[src/rtl/pipelined_adder.sv]
`default_nettype none
// ============================================================================
// Module      : pipelined_adder
// Description : Pipelined ripple-carry adder/subtractor. The operand is cut
//               into STAGES equal chunks of CW = WIDTH/STAGES bits. Each
//               pipeline stage resolves one chunk and registers the carry
//               that feeds the next chunk. Valid/ready flow control runs at
//               one result per cycle, and empty stages collapse even when the
//               output is stalled.
//
// Parameters  : WIDTH   operand/sum width (>= 2)
//               STAGES  pipeline depth (1..WIDTH, WIDTH % STAGES == 0)
//
// Ports       : clk        rising-edge clock
//               rst_n      asynchronous active-low reset
//               in_valid   operand set presented
//               in_ready   operand set accepted this cycle
//               a, b       operands (unsigned or two's complement)
//               cin        carry-in (add mode only)
//               sub        0: a+b+cin   1: a-b
//               out_valid  result valid
//               out_ready  downstream accepts result
//               sum        result modulo 2^WIDTH
//               cout       MSB carry-out (subtract: 1 = no borrow)
//               overflow   signed overflow
//
// Revision    : 1.0 - initial release
// ============================================================================
module pipelined_adder #(
  parameter int WIDTH  = 32,
  parameter int STAGES = 4
) (
  input  logic             clk,
  input  logic             rst_n,
  input  logic             in_valid,
  output logic             in_ready,
  input  logic [WIDTH-1:0] a,
  input  logic [WIDTH-1:0] b,
  input  logic             cin,
  input  logic             sub,
  output logic             out_valid,
  input  logic             out_ready,
  output logic [WIDTH-1:0] sum,
  output logic             cout,
  output logic             overflow
);

  localparam int CW = WIDTH / STAGES;

  // Pipeline boundary k is the input of stage k; boundary 0 is the block
  // input, boundary STAGES is the output register of the last stage.
  //   w_x : resolved sum bits below the current chunk, raw a bits above it
  //   w_y : b' bits not yet consumed (consumed chunks are cleared)
  //   w_c : carry into the chunk resolved by the next stage
  logic [STAGES:0]  w_v;
  logic [STAGES:0]  w_c;
  logic [WIDTH-1:0] w_x [STAGES+1];
  logic [WIDTH-1:0] w_y [STAGES+1];
  logic [STAGES:0]  w_ready;
  logic             w_ovf;

  // Plain bit-serial ripple over one chunk: returns {carry_out, sum}.
  function automatic logic [CW:0] chunk_add(
    input logic [CW-1:0] x,
    input logic [CW-1:0] y,
    input logic          c
  );
    logic [CW-1:0] s;
    logic          cc;
    s  = '0;
    cc = c;
    for (int i = 0; i < CW; i++) begin
      s[i] = x[i] ^ y[i] ^ cc;
      cc   = (x[i] & y[i]) | (x[i] & cc) | (y[i] & cc);
    end
    return {cc, s};
  endfunction

  // Subtraction is a + ~b + 1, so the carry-in is forced high and cin is
  // ignored in that mode.
  assign w_v[0] = in_valid;
  assign w_x[0] = a;
  assign w_y[0] = sub ? ~b : b;
  assign w_c[0] = sub | cin;

  // Ready chain from the output back to the input. A stage is ready when it
  // is empty or its successor is ready, so bubbles are squeezed out even
  // while out_ready is low.
  always_comb begin
    w_ready         = '0;
    w_ready[STAGES] = out_ready;
    for (int k = STAGES - 1; k >= 0; k--) begin
      w_ready[k] = ~w_v[k+1] | w_ready[k+1];
    end
  end

  generate
    for (genvar k = 0; k < STAGES; k++) begin : g_stage
      logic             r_v;
      logic             r_c;
      logic [WIDTH-1:0] r_x;
      logic [WIDTH-1:0] r_y;

      logic [CW-1:0]    w_s;
      logic             w_co;
      logic [WIDTH-1:0] w_x_n;
      logic [WIDTH-1:0] w_y_n;
      logic             w_load;

      always_comb begin
        {w_co, w_s}        = chunk_add(w_x[k][k*CW +: CW], w_y[k][k*CW +: CW], w_c[k]);
        w_x_n              = w_x[k];
        w_x_n[k*CW +: CW]  = w_s;
        w_y_n              = w_y[k];
        w_y_n[k*CW +: CW]  = '0;
      end

      // Data registers only move when a real operand is arriving; a bubble
      // clears the valid bit but leaves the data alone, which keeps the
      // outputs quiet (zero after reset) while nothing valid is present.
      assign w_load = w_ready[k] & w_v[k];

      always_ff @(posedge clk or negedge rst_n) begin
        if (!rst_n) begin
          r_v <= 1'b0;
          r_c <= 1'b0;
          r_x <= '0;
          r_y <= '0;
        end else begin
          if (w_ready[k]) begin
            r_v <= w_v[k];
          end
          if (w_load) begin
            r_x <= w_x_n;
            r_y <= w_y_n;
            r_c <= w_co;
          end
        end
      end

      assign w_v[k+1] = r_v;
      assign w_c[k+1] = r_c;
      assign w_x[k+1] = r_x;
      assign w_y[k+1] = r_y;

      // Overflow is decided while the top chunk is being resolved: the MSBs
      // of a and b' are still present at this stage's input, so the flag can
      // be registered alongside the sum with no logic after the flops.
      if (k == STAGES - 1) begin : g_last
        logic r_ovf;

        always_ff @(posedge clk or negedge rst_n) begin
          if (!rst_n) begin
            r_ovf <= 1'b0;
          end else if (w_load) begin
            r_ovf <= (w_x[k][WIDTH-1] == w_y[k][WIDTH-1]) &&
                     (w_s[CW-1] != w_x[k][WIDTH-1]);
          end
        end

        assign w_ovf = r_ovf;
      end
    end
  endgenerate

  // in_ready is forced low during reset so nothing is accepted into a
  // pipeline that is being cleared.
  assign in_ready  = w_ready[0] & rst_n;
  assign out_valid = w_v[STAGES];
  assign sum       = w_x[STAGES];
  assign cout      = w_c[STAGES];
  assign overflow  = w_ovf;

endmodule
`default_nettype wire
[config.mk]
export PLATFORM = sky130hd
export DESIGN_NAME = pipelined_adder
export DESIGN_NICKNAME = d
export VERILOG_FILES = /design/src/rtl/pipelined_adder.sv
export SDC_FILE = /design/constraint.sdc
export NUM_CORES = 1
export LEC_CHECK = 0
export CORE_AREA = 8 8 125 127
export CTS_BUF_LIST = sky130_fd_sc_hd__clkbuf_2 sky130_fd_sc_hd__clkbuf_4 sky130_fd_sc_hd__clkbuf_8
export CTS_CLUSTER_SIZE = 16
export DETAILED_ROUTE_END_ITERATION = 16
export DIE_AREA = 0 0 133 135
export MAX_ROUTING_LAYER = met4
export PLACE_DENSITY = 0.85
export SETUP_SLACK_MARGIN = 0.2
export SYNTH_ARGS = -nofsm -noshare
export SYNTH_HDL_FRONTEND = slang
export SYNTH_SLANG_ARGS = --single-unit
[constraint.sdc]
create_clock -name clk -period 6.1 [get_ports clk]
set_input_delay 0.61 -clock clk [delete_from_list [all_inputs] [get_ports clk]]
set_output_delay 0.61 -clock clk [all_outputs]
set_load 0.03 [all_outputs]
==> flow_summary_export.csv <==
group,metric,value,unit
timing,rsz0062_at_grt,"false",
pwr,p_sw,1.366,mW
critical_path,cp-start-kind,"input pin",
critical_path,worst-setup-path-type,"input pin to register",
synth,ys_ff_latch,185,
critical_path,cp_data_arrival_time,4570,ps
grt,antenna_found_initial,1,
timing,drv_slew,0,
pwr,peakVddDrop,0.0002783,V
pwr,clockPowerShare,0.201,
die,core_area,13610,um2
cts,cts_buffers,17,
synth,synth-seq-area-share,0.5745,
final_layout,utilization,0.7118,
cts,hold_buffers,0,
route,antenna_left,0,
route,wl_per_cell,17.69,um
job,maxCapViolations,0,
place,port_buffers,105,
final_layout,areaGrowthSynthToFinish,20.25,%
timing,clock_skew,8.235,ps
place,dp_hpwl,10140,um
synth,syn-cell-area,8058,um2
route,wirelength,14400,um
pwr,power_frac_seq,0.452,
final_layout,drive_above_1_share,0.3270,
outcome,run_status,"completed",
pwr,p_per_area,444.7,nW/um2
synth,synth-warning-count,0,
timing,setup_viol,0,
synth,synth_area_leaders,"dfrtp_1 57%, mux2_2 20%, fa_1 8.0%",
critical_path,timing.rr.start,"g_stage[2].r_c$_DFFE_PN0P_",
synth,synth_top_cell_by_area,"dfrtp_1",
synth,synth_top_cell_area_share,0.5745,
timing,fmax,0.2373,GHz
cts,cts_setup_buffers,0,
worst_hold_path,hold_path_class,"input pin to async pin",
route,vias_per_cell,5.156,
route,num_vias,4197,
timing,slew_headroom,0.2653,
synth,synth-edff-count,0,
pwr,p_int,2.943,mW
critical_path,worstPathMaxFanout,1,
synth,synth-main-ff-cell,"dfrtp_1",
critical_path,worstPathRequired,6450,ps
synth,avgSynthCellArea,15.71,um2
timing,final_hold_viol_count,0,
final_layout,finalNonFillerCells,814,
critical_path,worstSetupEndpointType,"register",
cts,ctsHtreeMaxLevel,4,
grt,grt_max_degree,69,
final_layout,fillers,910,
synth,synthCells,513,
final_layout,layout.nets,723,
timing,setup_tns,0,ps
route,dr.pass1.iters,4,
cts,clk_latency,460,ps
timing,tightest_slew,1098,ps
cts,cts_sinks,185,
die,initial_utilization,0.5920,
place,dp.cells,781,
pwr,p_sw_frac,0.3169,
grt,grt_pass1_wl,24400,um
pwr,p_comb_frac,0.347,
synth,syn_nets,616,
die,dieArea,17960,um2
grt,grt_usage,0.1790,
synth,ys_async_sr_fraction,1.000,
cts,ctsResizeCount,0,
die,dieHeight,135,um
timing,period_share,0.6910,
grt,grt_overflow_total,0,
grt,grt_pass1_vias,4892,
timing,period_minus_slack,4215,ps
pwr,p_leak,4.268,nW
cts,path_clk_slew,90,ps
critical_path,timing.critical_path.from,"b[0]",
route,drc,0,
die,rows,43,
place,routabilityCongestion,0.7570,
die,pin_count,106,
cts,cts_max_path_buffers,2,
route,drt_iter0_drc,144,
die,die_w,133,um
synth,synthDistinctLibCells,24,
cts,cts_tree,"yes",
cts,cts-root-buf,"clkbuf_8",
path summary, 6_finish.rpt:
kind / to / slack [ps] / depth (start not counted)
setup / recovery: g_stage[0].r_x[7]$_DFFE_PN0P_ / 1890 / 13
hold / removal: g_stage[0].r_x[13]$_DFFE_PN0P_ / 130 / 1
setup reg to reg: overflow$_DFFE_PN0P_ / 1990 / 14
hold reg to reg: sum[19]$_DFFE_PN0P_ / 510 / 1
max in group asynchronous: g_stage[2].r_x[27]$_DFFE_PN0P_ / 4140 / 3
min in group clk: sum[19]$_DFFE_PN0P_ / 510 / 1
layout make-up:
type / count / area [um2] / area share
Timing Repair Buffer: 110 / 1087 / 0.1122
Inverter: 41 / 153.9 / 0.01588
Clock buffer: 22 / 296.5 / 0.03060
Tap cell: 180 / 225.2 / 0.02324
Multi-Input combinational cell: 265 / 3153 / 0.3254
Clock inverter: 10 / 141.4 / 0.01459
Sequential cell: 185 / 4629 / 0.4778
Antenna cell: 1 / 2.502 / 0.0002583
per-layer routing:
layer | up-vias | global-route usage | share of wire
li1 | 1916 | - | -
met1 | 2192 | 0.2023 | 0.42
met2 | 72 | 0.3009 | 0.53
met3 | 17 | 0.04532 | 0.039
met4 | 0 | 0.07192 | 0.016
met5 | - | - | 0
worst max-delay path, stage by stage:
cell	delay, ps
clkdlybuf4s50_1	470
xor2_1	180
fa_1	190
inv_1	60
fa_1	410
fa_1	390
fa_1	380
fa_1	380
fa_1	390
fa_1	370
inv_1	70
fa_1	400
mux2_2	260
cells in the mapped netlist, drive strengths merged (4+ instances only):
cell type / instances
dfrtp: 185
xnor2: 9
nand2b: 4
fa: 32
nand2: 5
inv: 41
o21ai: 4
mux2: 163
mux2i: 15
xor2: 24
buf: 21
cells in the final DEF (no fill, tap or decap), drive strengths merged:
master,netlist,final
ha,1,1
nand3b,1,1
or2,1,1
bufinv,0,3
inv,41,41
a21boi,1,1
o21ai,4,4
xnor2,9,9
nand2b,4,4
nand4b,1,1
mux2i,15,15
clkinvlp,0,5
clkdlybuf4s50,0,103
fa,32,32
mux2,163,163
and4b,1,1
and2,1,1
buf,21,6
nand3,1,1
xor2,24,24
clkbuf,1,23
diode,0,1
o2bb2ai,1,1
clkinv,0,2
dfrtp,185,185
nand2,5,5
per-stage QoR:
stage | area, um2 | hold WS [ps] | power (mW) | worst slack, ps
after CTS | 9687 | 117.0 | 4.368 | 1902
after detailed placement | 9249 | 490.1 | 3.494 | 1391
final | 9689 | 129.4 | 4.309 | 1885
after floorplan | 8058 | 314.4 | 2.928 | 1486
after global routing | 9689 | 149.9 | 4.591 | 1749
after global placement | 9249 | 483.8 | 3.401 | 1481
logic make-up (layout without fill, tap and decap cells):
kind of cell / count (synthesis) / after routing / synth area share
compound gates: 6 / 6 / 0.004969
fa+ha+maj: 33 / 33 / 0.08106
xor+xnor: 33 / 33 / 0.03587
flops: 185 / 185 / 0.5745
other cells: 0 / 1 / 0
buf+inv: 63 / 183 / 0.03603
simple gates: 15 / 15 / 0.01087
mux: 178 / 178 / 0.2567
registers in the layout, indices dropped and copies added (netlist names):
name         count
g_stage.r_y     48
sum             32
g_stage.r_v      3
overflow         1
out_valid        1
g_stage.r_c      3
cout             1
g_stage.r_x     96
power by group through the flow:
stage,logic [mW],registers (mW),clock network (mW)
2_1_floorplan,0.802,2.13,0
3_3_place_gp,1.46,1.95,0
3_5_place_dp,1.52,1.98,0
5_1_grt,1.65,2.01,0.935
4_1_cts,1.53,1.95,0.884
6_report,1.50,1.95,0.864
Note: power is estimated with default switching activity, not from simulation.
